[src/rtl/decode_stage.sv]
// MIPS-subset decode stage: decodes logic/shift/move/immediate ops, resolves
// operands through regfile or forwarding, stalls on pending producers.
// Optional stall counter (stall_cnt_o) is built when DECODE_STALL_CNT_EN is defined.

module decode_fwd_mux #(
  parameter int DATA_W = 32,
  parameter int FWD_N  = 2,
  parameter int REG_AW = 5
) (
  input  logic                    rd_en,
  input  logic [REG_AW-1:0]       rd_addr,
  input  logic [DATA_W-1:0]       rf_data,
  input  logic [FWD_N-1:0]        fwd_en,
  input  logic [FWD_N-1:0]        fwd_pending,
  input  logic [FWD_N*REG_AW-1:0] fwd_addr,
  input  logic [FWD_N*DATA_W-1:0] fwd_data,
  output logic [DATA_W-1:0]       data,
  output logic                    stall
);
  logic              hit, pend;
  logic [DATA_W-1:0] fdata;

  always_comb begin
    hit   = 1'b0;
    pend  = 1'b0;
    fdata = '0;
    // Walk from oldest to youngest so the lowest matching index wins.
    for (int i = FWD_N-1; i >= 0; i--) begin
      if (fwd_en[i] && fwd_addr[i*REG_AW +: REG_AW] == rd_addr) begin
        hit   = 1'b1;
        pend  = fwd_pending[i];
        fdata = fwd_data[i*DATA_W +: DATA_W];
      end
    end
    data  = '0;
    stall = 1'b0;
    if (rd_en && rd_addr != '0) begin
      data  = hit ? fdata : rf_data;
      stall = hit && pend;
    end
  end
endmodule

module decode_stage #(
  parameter int DATA_W = 32,
  parameter int FWD_N  = 2,
  parameter int REG_AW = 5
) (
`ifdef DECODE_STALL_CNT_EN
  output logic [15:0]             stall_cnt_o,
`endif
  input  logic                    clk,
  input  logic                    rst,
  input  logic                    in_valid,
  output logic                    in_ready,
  input  logic [31:0]             inst_addr,
  input  logic [31:0]             inst_data,
  output logic [REG_AW-1:0]       reg_read_addr_1_o,
  output logic [REG_AW-1:0]       reg_read_addr_2_o,
  output logic                    reg_read_en_1_o,
  output logic                    reg_read_en_2_o,
  input  logic [DATA_W-1:0]       reg_data_1_i,
  input  logic [DATA_W-1:0]       reg_data_2_i,
  input  logic [FWD_N-1:0]        fwd_en_i,
  input  logic [FWD_N-1:0]        fwd_pending_i,
  input  logic [FWD_N*REG_AW-1:0] fwd_addr_i,
  input  logic [FWD_N*DATA_W-1:0] fwd_data_i,
  input  logic                    flush_i,
  output logic                    out_valid,
  input  logic                    out_ready,
  output logic [7:0]              alu_op_o,
  output logic [2:0]              alu_sel_o,
  output logic [DATA_W-1:0]       operand_1_o,
  output logic [DATA_W-1:0]       operand_2_o,
  output logic [REG_AW-1:0]       reg_write_addr_o,
  output logic                    reg_write_en_o,
  output logic [31:0]             inst_addr_o,
  output logic                    inst_valid_o
);
  localparam logic [7:0] OP_NOP  = 8'b00000000;
  localparam logic [7:0] OP_AND  = 8'b00100100;
  localparam logic [7:0] OP_OR   = 8'b00100101;
  localparam logic [7:0] OP_XOR  = 8'b00100110;
  localparam logic [7:0] OP_NOR  = 8'b00100111;
  localparam logic [7:0] OP_SLL  = 8'b01111100;
  localparam logic [7:0] OP_SRL  = 8'b00000010;
  localparam logic [7:0] OP_SRA  = 8'b00000011;
  localparam logic [7:0] OP_MOVZ = 8'b00001010;
  localparam logic [7:0] OP_MOVN = 8'b00001011;

  localparam logic [2:0] SEL_NOP   = 3'b000;
  localparam logic [2:0] SEL_LOGIC = 3'b001;
  localparam logic [2:0] SEL_SHIFT = 3'b010;
  localparam logic [2:0] SEL_MOVE  = 3'b011;

  typedef struct packed {
    logic [7:0]        alu_op;
    logic [2:0]        alu_sel;
    logic [DATA_W-1:0] op1;
    logic [DATA_W-1:0] op2;
    logic [REG_AW-1:0] waddr;
    logic              wen;
    logic [31:0]       iaddr;
    logic              ivalid;
  } dec_t;

  logic [5:0]  op, funct;
  logic [4:0]  rs, rt, rd, sa;
  logic [15:0] imm;

  assign op    = inst_data[31:26];
  assign rs    = inst_data[25:21];
  assign rt    = inst_data[20:16];
  assign rd    = inst_data[15:11];
  assign sa    = inst_data[10:6];
  assign funct = inst_data[5:0];
  assign imm   = inst_data[15:0];

  logic [7:0]        d_op;
  logic [2:0]        d_sel;
  logic              re1, re2, d_wen, d_iv, use_imm, use_sa, is_movn, is_movz;
  logic [REG_AW-1:0] d_wa;
  logic [31:0]       imm32;

  always_comb begin
    d_op    = OP_NOP;
    d_sel   = SEL_NOP;
    re1     = 1'b0;
    re2     = 1'b0;
    d_wa    = '0;
    d_wen   = 1'b0;
    d_iv    = 1'b0;
    use_imm = 1'b0;
    use_sa  = 1'b0;
    is_movn = 1'b0;
    is_movz = 1'b0;
    imm32   = '0;
    case (op)
      6'b000000: begin
        case (funct)
          6'b100101, 6'b100100, 6'b100110, 6'b100111,
          6'b000100, 6'b000110, 6'b000111, 6'b001011, 6'b001010: begin
            if (sa == 5'd0) begin
              re1 = 1'b1; re2 = 1'b1; d_wa = REG_AW'(rd); d_wen = 1'b1; d_iv = 1'b1;
              case (funct)
                6'b100101: begin d_op = OP_OR;  d_sel = SEL_LOGIC; end
                6'b100100: begin d_op = OP_AND; d_sel = SEL_LOGIC; end
                6'b100110: begin d_op = OP_XOR; d_sel = SEL_LOGIC; end
                6'b100111: begin d_op = OP_NOR; d_sel = SEL_LOGIC; end
                6'b000100: begin d_op = OP_SLL; d_sel = SEL_SHIFT; end
                6'b000110: begin d_op = OP_SRL; d_sel = SEL_SHIFT; end
                6'b000111: begin d_op = OP_SRA; d_sel = SEL_SHIFT; end
                6'b001011: begin d_op = OP_MOVN; d_sel = SEL_MOVE; is_movn = 1'b1; end
                default:   begin d_op = OP_MOVZ; d_sel = SEL_MOVE; is_movz = 1'b1; end
              endcase
            end
          end
          6'b000000, 6'b000010, 6'b000011: begin
            // Immediate shifts: rs field must be zero, shift amount comes from sa.
            if (rs == 5'd0) begin
              re2 = 1'b1; use_sa = 1'b1; d_wa = REG_AW'(rd); d_wen = 1'b1; d_iv = 1'b1;
              d_sel = SEL_SHIFT;
              case (funct)
                6'b000000: d_op = OP_SLL;
                6'b000010: d_op = OP_SRL;
                default:   d_op = OP_SRA;
              endcase
            end
          end
          default: ;
        endcase
      end
      6'b001101, 6'b001100, 6'b001110, 6'b001111: begin
        re1 = 1'b1; use_imm = 1'b1; d_wa = REG_AW'(rt); d_wen = 1'b1; d_iv = 1'b1;
        d_sel = SEL_LOGIC;
        imm32 = {16'h0, imm};
        case (op)
          6'b001101: d_op = OP_OR;
          6'b001100: d_op = OP_AND;
          6'b001110: d_op = OP_XOR;
          default: begin d_op = OP_OR; imm32 = {imm, 16'h0}; end
        endcase
      end
      default: ;
    endcase
  end

  assign reg_read_addr_1_o = REG_AW'(rs);
  assign reg_read_addr_2_o = REG_AW'(rt);
  assign reg_read_en_1_o   = re1 && in_valid;
  assign reg_read_en_2_o   = re2 && in_valid;

  logic [1:0]             rd_en, rd_stall;
  logic [1:0][REG_AW-1:0] rd_addr;
  logic [1:0][DATA_W-1:0] rf_data, rd_data;

  assign rd_en   = {reg_read_en_2_o, reg_read_en_1_o};
  assign rd_addr = {reg_read_addr_2_o, reg_read_addr_1_o};
  assign rf_data = {reg_data_2_i, reg_data_1_i};

  for (genvar g = 0; g < 2; g++) begin : g_rd
    decode_fwd_mux #(.DATA_W(DATA_W), .FWD_N(FWD_N), .REG_AW(REG_AW)) u_mux (
      .rd_en(rd_en[g]), .rd_addr(rd_addr[g]), .rf_data(rf_data[g]),
      .fwd_en(fwd_en_i), .fwd_pending(fwd_pending_i),
      .fwd_addr(fwd_addr_i), .fwd_data(fwd_data_i),
      .data(rd_data[g]), .stall(rd_stall[g])
    );
  end

  logic hazard;
  dec_t dec, out_q;

  assign hazard = |rd_stall;

  always_comb begin
    dec.alu_op = d_op;
    dec.alu_sel = d_sel;
    dec.op1    = use_sa ? DATA_W'(sa) : rd_data[0];
    dec.op2    = use_imm ? DATA_W'(imm32) : rd_data[1];
    dec.waddr  = d_wa;
    dec.wen    = is_movn ? (dec.op2 != '0) : is_movz ? (dec.op2 == '0) : d_wen;
    dec.iaddr  = inst_addr;
    dec.ivalid = d_iv;
  end

  assign in_ready = !rst && !hazard && !flush_i && (!out_valid || out_ready);

  always_ff @(posedge clk) begin
    if (rst) begin
      out_valid <= 1'b0;
      out_q     <= '0;
    end else if (flush_i) begin
      out_valid <= 1'b0;
    end else if (in_valid && in_ready) begin
      out_valid <= 1'b1;
      out_q     <= dec;
    end else if (out_valid && out_ready) begin
      out_valid <= 1'b0;
    end
  end

  assign alu_op_o         = out_q.alu_op;
  assign alu_sel_o        = out_q.alu_sel;
  assign operand_1_o      = out_q.op1;
  assign operand_2_o      = out_q.op2;
  assign reg_write_addr_o = out_q.waddr;
  assign reg_write_en_o   = out_q.wen;
  assign inst_addr_o      = out_q.iaddr;
  assign inst_valid_o     = out_q.ivalid;

`ifdef DECODE_STALL_CNT_EN
  always_ff @(posedge clk) begin
    if (rst || flush_i)
      stall_cnt_o <= '0;
    else if (in_valid && hazard && stall_cnt_o != 16'hFFFF)
      stall_cnt_o <= stall_cnt_o + 16'd1;
  end
`endif
endmodule

[config.mk]
export PLATFORM = sky130hd
export DESIGN_NAME = decode_stage
export DESIGN_NICKNAME = d
export VERILOG_FILES = /design/src/rtl/decode_stage.sv
export SDC_FILE = /design/constraint.sdc
export NUM_CORES = 1
export LEC_CHECK = 0
export ABC_AREA = 0
export BUFFER_PORTS_ARGS = -buffer_cell sky130_fd_sc_hd__buf_2
export CORE_MARGIN = 2
export CORE_UTILIZATION = 40
export DETAILED_ROUTE_END_ITERATION = 12
export PLACE_DENSITY_LB_ADDON = 0.2
export REMOVE_ABC_BUFFERS = 1
export SLEW_MARGIN = 10
export SYNTH_ARGS = -nofsm -noshare
export SYNTH_HDL_FRONTEND = slang
export SYNTH_HIERARCHICAL = 1
export SYNTH_SLANG_ARGS = --single-unit
[constraint.sdc]
create_clock -name clk -period 5.63 [get_ports clk]
set_input_delay 0.563 -clock clk [delete_from_list [all_inputs] [get_ports clk]]
set_output_delay 0.563 -clock clk [all_outputs]
set_load 0.05 [all_outputs]
==> out/metrics.yaml <==
fin_worst_skew_ns: 0.00817
ant_nets: 0
hpwl_mm: 20.9
syn_area_um2: 7570
vdd_ir_drop_max_uv: 127
post_cts_resized: 0
gp_congestion: 0.871
wl_per_cell_um: 20.5
io_pins: 339
setup_violations: 0
synth-edff-count: 0
worst_slew_pin_slew_ns: 1.03
drc: 0
dp_slack_ns: 1.20
async_flop_share: 0
worstPathArrival_ns: 4.42
area_growth_pct: 23.3
seqCellArea_um2: 2220
period_needed_ns: 4.16
slowest_delay_ns: 0.75
dp.cells: 1449
routed_wirelength_mm: 30.0
cts_max_level: 3
startpoint_type: "primary input"
via_per_inst: 5.88
final_core_utilization: 0.500
grt_pass1_vias: 8125
setup_slack_ns: 1.47
antenna_cells: 0
ys_ff_latch: 111
cts_tree: "built"
synth_flop_cell: "dfxtp_1"
nFillCells: 1931
cts.clk_slew.worst_paths_ns: 0.08
syn_avg_cell_area_um2: 7.68
status: "completed"
io_buffers: 336
layout_common_cells: "buf_2, nand2_1, nand3_1, dfxtp_1, o21ai_0"
fp.dieH_um: 142
grt_overflow: 0
worstSetupEndpointType: "flop"
grt_max_degree: 77
rsz0062_at_grt: "no"
die_width_um: 142
core_area_um2: 18600
fmax_mhz: 241
rows: 50
clock_sinks: 111
hold_violations: 0
start_util: 0.406
vias: 8616
nets: 1437
stdcell_count: 1465
post-cts-setup-buffers: 0
cts_buffers: 9
cts_hold_buf: 0
cts-root-buf: "clkbuf_16"
cpMostUsedCell: "nor2_1"
clkLatencyLatePin_ns: 0.35
drive_gt1_frac: 0.368
required_ns: 5.89
slew_headroom: 0.312
dieArea_um2: 20000
grt_usage: 0.288
clk_path_buf_depth: 2
synth_cell_types: 57
drtIter0Drc: 616
tns_ns: 0
grt_first_pass_wirelength_mm: 45.4
drv_cap: 0
hp-class: "primary input to flop"
final_common_cell: "buf_2"
grt_antenna_before_repair: 0
post-route-period-util: 0.738
drtPass1Iterations: 5
yosys_warnings: 6
powerDensity_nw_per_um2: 216
crit_fanout: 76
slew_viol_final: 0
cpMaxStageDelayCell: "buf_4"
ys_seq_area_frac: 0.294
cp_cell_sequence: "buf_2 > nand2b_1 > o211ai_2 > a2bb2oi_1 > nor2_1 > and2_1 > o21a_4 > a41o_1 > nor2_1 > and4_4 > buf_4 > nor2_1 > a311oi_1"
multiInputGateArea_um2: 4650
syn_inst: 985
p_leak_nw: 3.49
path_class: "primary input to flop"
-- power by group --
part	internal, mW	switching, mW
combinational	0.129	0.336
sequential	0.808	0.0115
clock	0.397	0.334
-- flip-flops by register name, summed over array words and instances, names as in the netlist --
signal,count
alu_op_o,5
alu_sel_o,2
reg_write_en_o,1
out_valid,1
reg_write_addr_o,5
inst_addr_o,32
operand_2_o,32
inst_valid_o,1
operand_1_o,32
-- cell families (layout without fill, tap and decap cells) --
kind of cell | after synthesis | in the layout | share of synthesized area
compound gates | 336 | 336 | 0.337
xor+xnor | 20 | 20 | 0.0231
buf+inv | 127 | 372 | 0.0937
flops | 111 | 111 | 0.294
mux | 5 | 5 | 0.00661
other cells | 1 | 2 | 0.000496
simple gates | 385 | 385 | 0.245
-- metal layers --
layer	global-route usage	routed length [um]
met1	0.382	12700
met2	0.489	14300
met3	0.0462	2500
met4	0.0763	537
met5	0	0
-- worst paths after layout --
kind,cells after the start,slack (ns),startpoint,to
hold / removal,3,0.44,inst_addr[7],inst_addr_o[7]
setup / recovery,13,1.47,inst_data[3],operand_2_o[31]
hold reg to reg,2,0.45,operand_1_o[17],operand_1_o[17]
setup reg to reg,5,3.14,out_valid,operand_2_o[31]
-- critical path, delay by kind of cell --
family / cells / cell delay, ns
compound gates: 5 / 1.20
buf+inv: 2 / 0.94
simple gates: 6 / 1.60
-- area by class of cell --
class | count | share of cell area
clock buffer | 9 | 0.0241
multi-input combinational | 748 | 0.498
sequential | 111 | 0.238
inverter | 3 | 0.00121
tap | 234 | 0.0314
timing repair buffer | 353 | 0.196
clock inverter | 7 | 0.0111
-- synth_stat cells (all sizes together), types with 3 or more instances --
cell / instances / area share
o211ai: 6 / 0.0066
nand3: 131 / 0.088
nor3: 10 / 0.0096
a221oi: 5 / 0.0058
buf: 65 / 0.063
xnor2: 20 / 0.023
a31oi: 67 / 0.10
or2: 3 / 0.0025
dfxtp: 111 / 0.29
o21ai: 73 / 0.048
nand3b: 3 / 0.0030
or4: 5 / 0.0064
o31ai: 64 / 0.063
nor2b: 3 / 0.0025
inv: 3 / 0.0015
nor2: 57 / 0.028
mux2i: 5 / 0.0066
a211oi: 7 / 0.0069
a21oi: 67 / 0.044
clkbuf: 59 / 0.029
and2: 4 / 0.0033
nand4: 9 / 0.011
nand2: 140 / 0.070
nor4: 9 / 0.0083
and4: 3 / 0.0035
a311oi: 32 / 0.037
-- metrics by stage --
| stage | power [mW] | instance area [um^2] | hold slack, ns |
|---|---|---|---|
| 2_1_floorplan | 1.07 | 6870 | 0.632 |
| 6_report | 2.01 | 9330 | 0.436 |
| 4_1_cts | 2.02 | 9330 | 0.422 |
| 3_3_place_gp | 1.29 | 9000 | 0.436 |
| 5_1_grt | 2.08 | 9330 | 0.436 |
| 3_5_place_dp | 1.30 | 9000 | 0.443 |
Note: power is estimated with default switching activity, not from simulation.
